**src/rtl/sstv_cal.sv**
```systemverilog
// SSTV calibration-header detector: recognises leader / break / leader on a
// millisecond grid and arms the VIS decoder until the frame ends or VIS never shows.
module sstv_cal #(
    parameter int          simulate       = 0,
    parameter logic [11:0] FREQ_TOL       = 12'd50,
    parameter logic [9:0]  LEADER_MIN_MS  = 10'd250,
    parameter logic [9:0]  BREAK_MIN_MS   = 10'd5,
    parameter logic [9:0]  BREAK_MAX_MS   = 10'd20,
    parameter logic [9:0]  GLITCH_MS      = 10'd3,
    parameter logic [9:0]  ARM_TIMEOUT_MS = 10'd400
) (
    input  logic        clk,
    input  logic        reset_n,
    input  logic [11:0] freq,
    input  logic        vis_valid,
    input  logic        frame_done,
    output logic        cal_ok,
    output logic        cal_fail,
    output logic [2:0]  cal_state
);

    localparam int          TICKS_PER_MS = (simulate != 0) ? 100 : 100000;
    localparam logic [16:0] PRESC_LAST   = 17'(TICKS_PER_MS - 1);

    typedef enum logic [2:0] {
        S_IDLE    = 3'd0,
        S_LEADER1 = 3'd1,
        S_BREAK   = 3'd2,
        S_LEADER2 = 3'd3,
        S_ARMED   = 3'd4,
        S_LOCKED  = 3'd5
    } state_t;

    state_t      r_state;
    logic [16:0] r_presc;
    logic [9:0]  r_dur;
    logic [9:0]  r_glitch;
    logic        r_vis_q;
    logic        r_cal_ok;
    logic        r_cal_fail;

    logic        w_tick;
    logic        w_lead;
    logic        w_brk;
    logic        w_vis_rise;
    logic [9:0]  w_dur_inc;
    logic [9:0]  w_glitch_inc;

    // Signed 13-bit distance from the tone centre, compared inclusively against the tolerance.
    function automatic logic in_band(input logic [11:0] f, input logic [11:0] center,
                                     input logic [11:0] tol);
        logic signed [12:0] d;
        logic [12:0]        mag;
        d   = $signed({1'b0, f}) - $signed({1'b0, center});
        mag = d[12] ? $unsigned(-d) : $unsigned(d);
        return (mag <= {1'b0, tol});
    endfunction

    // Tick strobe, tone classes and saturating counter increments.
    always_comb begin
        w_tick       = (r_presc == PRESC_LAST);
        w_lead       = in_band(freq, 12'd1900, FREQ_TOL);
        w_brk        = in_band(freq, 12'd1200, FREQ_TOL);
        w_vis_rise   = vis_valid & ~r_vis_q;
        w_dur_inc    = (r_dur == 10'd1023) ? r_dur : (r_dur + 10'd1);
        w_glitch_inc = r_glitch + 10'd1;
    end

    // Free-running millisecond prescaler.
    always_ff @(posedge clk or negedge reset_n) begin
        if (!reset_n) begin
            r_presc <= 17'd0;
        end else if (w_tick) begin
            r_presc <= 17'd0;
        end else begin
            r_presc <= r_presc + 17'd1;
        end
    end

    // Header FSM; frame_done outranks the VIS edge, which outranks tick-driven exits.
    always_ff @(posedge clk or negedge reset_n) begin
        if (!reset_n) begin
            r_state    <= S_IDLE;
            r_dur      <= 10'd1;
            r_glitch   <= 10'd0;
            r_vis_q    <= 1'b0;
            r_cal_ok   <= 1'b0;
            r_cal_fail <= 1'b0;
        end else begin
            r_vis_q    <= vis_valid;
            r_cal_fail <= 1'b0;
            if (frame_done && (r_state != S_IDLE)) begin
                r_state  <= S_IDLE;
                r_dur    <= 10'd1;
                r_glitch <= 10'd0;
                r_cal_ok <= 1'b0;
            end else begin
                case (r_state)
                    S_IDLE: begin
                        if (w_tick && w_lead) begin
                            r_state  <= S_LEADER1;
                            r_dur    <= 10'd1;
                            r_glitch <= 10'd0;
                        end
                    end
                    S_LEADER1, S_LEADER2: begin
                        if (w_tick) begin
                            if (w_lead) begin
                                r_dur    <= w_dur_inc;
                                r_glitch <= 10'd0;
                            end else if (w_brk) begin
                                r_dur    <= 10'd1;
                                r_glitch <= 10'd0;
                                if (r_dur >= LEADER_MIN_MS) begin
                                    r_state  <= (r_state == S_LEADER1) ? S_BREAK : S_ARMED;
                                    r_cal_ok <= (r_state == S_LEADER2);
                                end else begin
                                    r_state    <= S_IDLE;
                                    r_cal_fail <= 1'b1;
                                end
                            end else if (w_glitch_inc > GLITCH_MS) begin
                                r_state    <= S_IDLE;
                                r_dur      <= 10'd1;
                                r_glitch   <= 10'd0;
                                r_cal_fail <= 1'b1;
                            end else begin
                                r_glitch <= w_glitch_inc;
                            end
                        end
                    end
                    S_BREAK: begin
                        if (w_tick) begin
                            if (w_brk && (w_dur_inc <= BREAK_MAX_MS)) begin
                                r_dur <= w_dur_inc;
                            end else if (w_lead && (r_dur >= BREAK_MIN_MS)) begin
                                r_state  <= S_LEADER2;
                                r_dur    <= 10'd1;
                                r_glitch <= 10'd0;
                            end else begin
                                r_state    <= S_IDLE;
                                r_dur      <= 10'd1;
                                r_glitch   <= 10'd0;
                                r_cal_fail <= 1'b1;
                            end
                        end
                    end
                    S_ARMED: begin
                        // Only a fresh edge counts: a level left high from the last frame is stale.
                        if (w_vis_rise) begin
                            r_state  <= S_LOCKED;
                            r_dur    <= 10'd1;
                            r_glitch <= 10'd0;
                        end else if (w_tick) begin
                            if (w_dur_inc >= ARM_TIMEOUT_MS) begin
                                r_state    <= S_IDLE;
                                r_dur      <= 10'd1;
                                r_glitch   <= 10'd0;
                                r_cal_ok   <= 1'b0;
                                r_cal_fail <= 1'b1;
                            end else begin
                                r_dur <= w_dur_inc;
                            end
                        end
                    end
                    S_LOCKED: begin
                        r_cal_ok <= 1'b1;
                    end
                    default: begin
                        r_state  <= S_IDLE;
                        r_dur    <= 10'd1;
                        r_glitch <= 10'd0;
                        r_cal_ok <= 1'b0;
                    end
                endcase
            end
        end
    end

    assign cal_ok    = r_cal_ok;
    assign cal_fail  = r_cal_fail;
    assign cal_state = r_state;

endmodule

```
**config.mk**
```make
export PLATFORM = sky130hd
export DESIGN_NAME = sstv_cal
export DESIGN_NICKNAME = d
export VERILOG_FILES = /design/src/rtl/sstv_cal.sv
export SDC_FILE = /design/constraint.sdc
export NUM_CORES = 1
export LEC_CHECK = 0
export ABC_AREA = 1
export CORE_AREA = 4 4 121 123
export DETAILED_ROUTE_END_ITERATION = 7
export DIE_AREA = 0 0 125 127
export GPL_TIMING_DRIVEN = 1
export HOLD_SLACK_MARGIN = 0.15
export PLACE_DENSITY_LB_ADDON = 0.08
export SYNTH_ARGS = -nofsm -noshare
export SYNTH_HDL_FRONTEND = slang
export SYNTH_SLANG_ARGS = --single-unit
```
**constraint.sdc**
```tcl
create_clock -name clk -period 6.7 [get_ports clk]
set_input_delay 1.005 -clock clk [delete_from_list [all_inputs] [get_ports clk]]
set_output_delay 1.005 -clock clk [all_outputs]
set_load 0.05 [all_outputs]
```
==> metrics <==
outcome finished, final reports clean; Reg clk slew, reported paths roughly 0.06 ns; TritonCTS buffer count 5; routed wire length per instance between 10 and 15 um; critical path's slowest cell clkdlybuf4s50_1; Synth Area per Inst 6.213 um2; Syn Inst Count 640; setup TNS 0 ns; area grow syn2layout 13.00%; top-area cell type share of the netlist area a little over a quarter; HP Class flip-flop to flip-flop; Syn Nets 670; first-pass GRT wire length around 18,000 um; commonest non-fill, non-tap cell in the layout nand2_1; period utilization 55.94%; post-synthesis sequential area ratio 27.09%; Post-Place Cell Area 4352 um2; CP Capture Type flip-flop; drt first-iter violations 287; largest stage delay on the critical path 0.64 ns; Rel. slew slack 33.28%; gpl congestion 0.8897; PD cells around 190 nW/um2; Hold Crit Depth 1; largest cells by area after synthesis dfrtp_1, nand2_1, inv_1; Final Hold Fails 0; post-CTS resize count 0; CP cell instances clkdlybuf4s50_1 > inv_2 > ha_1 > nand3_1 > nand3_2 > nand2_1 > nand2_2 > inv_2 > nand3_1 > a21oi_4 > nand4_1 > nand2_1 > nand2_2 > nor2_4 > nand2_1 > nand2_1 > nand2_1; final worst path period need 3.748 ns; Ys Warns 0; unique cell type count in the Yosys netlist 36; Via density ~4.7; GRT Util Overall 13.26%; Routed WL 10,200 um; HPWL after detailed placement 8128 um; cell mode on critical path nand2_1; post-route ant nets 0; antenna violations before repair 0; # port buffers 20; initial core utilization 29.10%; Max Freq about 0.27 GHz; cts hold-fix bufs 0; Core ar. 13,670 um2; CP max FO 15; CTS sink count 43; hold_ws 0.5028 ns; die height 127 um; Worst-Skew Late Latency 0.29 ns; Worst Skew 0.008717 ns; CTS Buffer Depth 2; Std-Cell Rows 43; Synth Cell Area 3976 um2; critical path class primary input to flip-flop; vias in the first global route 3,798; number of antenna cells inserted 0; most frequent cells in the layout nand2_1, inv_1, nor2_1; post-route cell area roughly 4500 um2; Register-to-Register Path Depth 16; Die ar. 15,880 um2; Root Buffer clkbuf_16; drt drc 0; Final Max Slew Viols 0; layout cells sized above 1 8.584%; data arrival time of the critical path 3.93 ns; Peak VDD IR 0.0001505 V; #FFs+latches synth 43; Yosys top cell by area dfrtp_1; H-Tree Depth 2; Setup violations, final 0; RSZ-0062 raised after global routing false; maxcap violations 0; pin count of the biggest net entering global routing 44; CTS tree yes; via count 3,947; WP data required 6.88 ns; Worst-Margin Slew about 1 ns; nets@finish 693; number of primary I/O pins 21; postcts setup bufs 0; total global routing overflow 0; Die W 125 um; startpoint types primary input; LEAKAGE 2.300 nW; drt pass-1 iters 4
==> metrics by stage <==
| step | utilization (%) | power [mW] | std cells | setup WS (ns) |
|---|---|---|---|---|
| after global placement | 31.84 | 0.6096 | 836 | 2.722 |
| after global routing | 32.88 | 0.9166 | 844 | 2.471 |
| after detailed placement | 31.84 | 0.6097 | 836 | 2.624 |
| after floorplan | - | 0.5367 | 640 | 3.779 |
| after CTS | 32.88 | 0.8618 | 844 | 2.927 |
| final | 32.88 | 0.8515 | 844 | 2.952 |
==> layout make-up <==
| type | instances | area [um2] |
|---|---|---|
| clock buffers | 6 | 128.9 |
| clock inverters | 2 | 12.51 |
| fillers | 1510 | 9173 |
| inverters | 104 | 392.9 |
| multi-input cells | 489 | 2461 |
| flip-flops and latches | 43 | 1077 |
| well taps | 180 | 225.2 |
| repair buffers | 20 | 195.2 |
==> cells in the mapped netlist <==
cell type and number:
o21ai_0 14, a211oi_1 3, ha_1 14, nor2_4 4, o2111ai_1 1, nor3_1 9
o311ai_0 1, dfrtp_1 42, nand2_1 191, inv_2 7, o21ai_1 1, or2_4 1
nor2_1 84, a21oi_1 18, o21ai_2 6, o211ai_1 1, xor2_1 12, a22oi_1 1
nand3_2 4, nor2_2 4, inv_4 1, a31oi_1 3, o41ai_1 1, xnor2_1 1
a211o_1 1, nand2_4 2, dfstp_2 1, nand3_1 57, buf_6 4, nand2_2 17
nor4_1 3, or2_2 1, nand4_1 29, a21oi_4 1, nand3b_1 4, inv_1 96
==> sequential cells by signal (all words and copies together) (netlist names) <==
register   flops
r_presc       17
r_dur         10
r_glitch      10
cal_state      3
cal_fail       1
cal_ok         1
r_vis_q        1
==> cells by family after synthesis <==
logic type                 synth area share, %
and+or+nand+nor                          46.44
buffers and inverters                    11.01
AOI/OAI and AO/OA                        8.182
DFF                                      27.09
adders and majority gates                4.405
xor gates and xnor gates                 2.863
==> path summary, 6_finish.rpt <==
| check | from | end | slack (ns) |
|---|---|---|---|
| setup reg to reg | r_dur[0] | cal_state[0] | 3.94 |
| hold / removal | r_presc[16] | r_presc[16] | 0.50 |
| setup / recovery | freq[4] | cal_state[0] | 2.95 |
| max in group asynchronous | reset_n | r_dur[9] | 5.19 |
| min in group asynchronous | reset_n | r_presc[6] | 0.87 |
| hold reg to reg | r_presc[16] | r_presc[16] | 0.50 |
==> worst max-delay path, delay by kind of cell <==
| family | cells | cell delay [ns] |
|---|---|---|
| simple gates | 12 | 1.48 |
| buf+inv | 3 | 0.93 |
| compound gates | 1 | 0.26 |
| fa+ha+maj | 1 | 0.23 |
==> report_power, final <==
| part | leakage [nW] | internal, mW | switching (mW) |
|---|---|---|---|
| clock network | 0.0669 | 0.138 | 0.112 |
| logic | 1.65 | 0.0917 | 0.223 |
| registers | 0.578 | 0.273 | 0.0145 |
| total | 2.30 | 0.502 | 0.349 |
==> metal layers <==
| layer | GRT usage, % | routed length, um |
|---|---|---|
| met1 | 18.37 | 5137 |
| met2 | 21.89 | 4683 |
| met3 | 1.923 | 241 |
| met4 | 3.316 | 136 |
| met5 | 0 | 0 |
No activity file was read; power rests on OpenSTA's default activity.
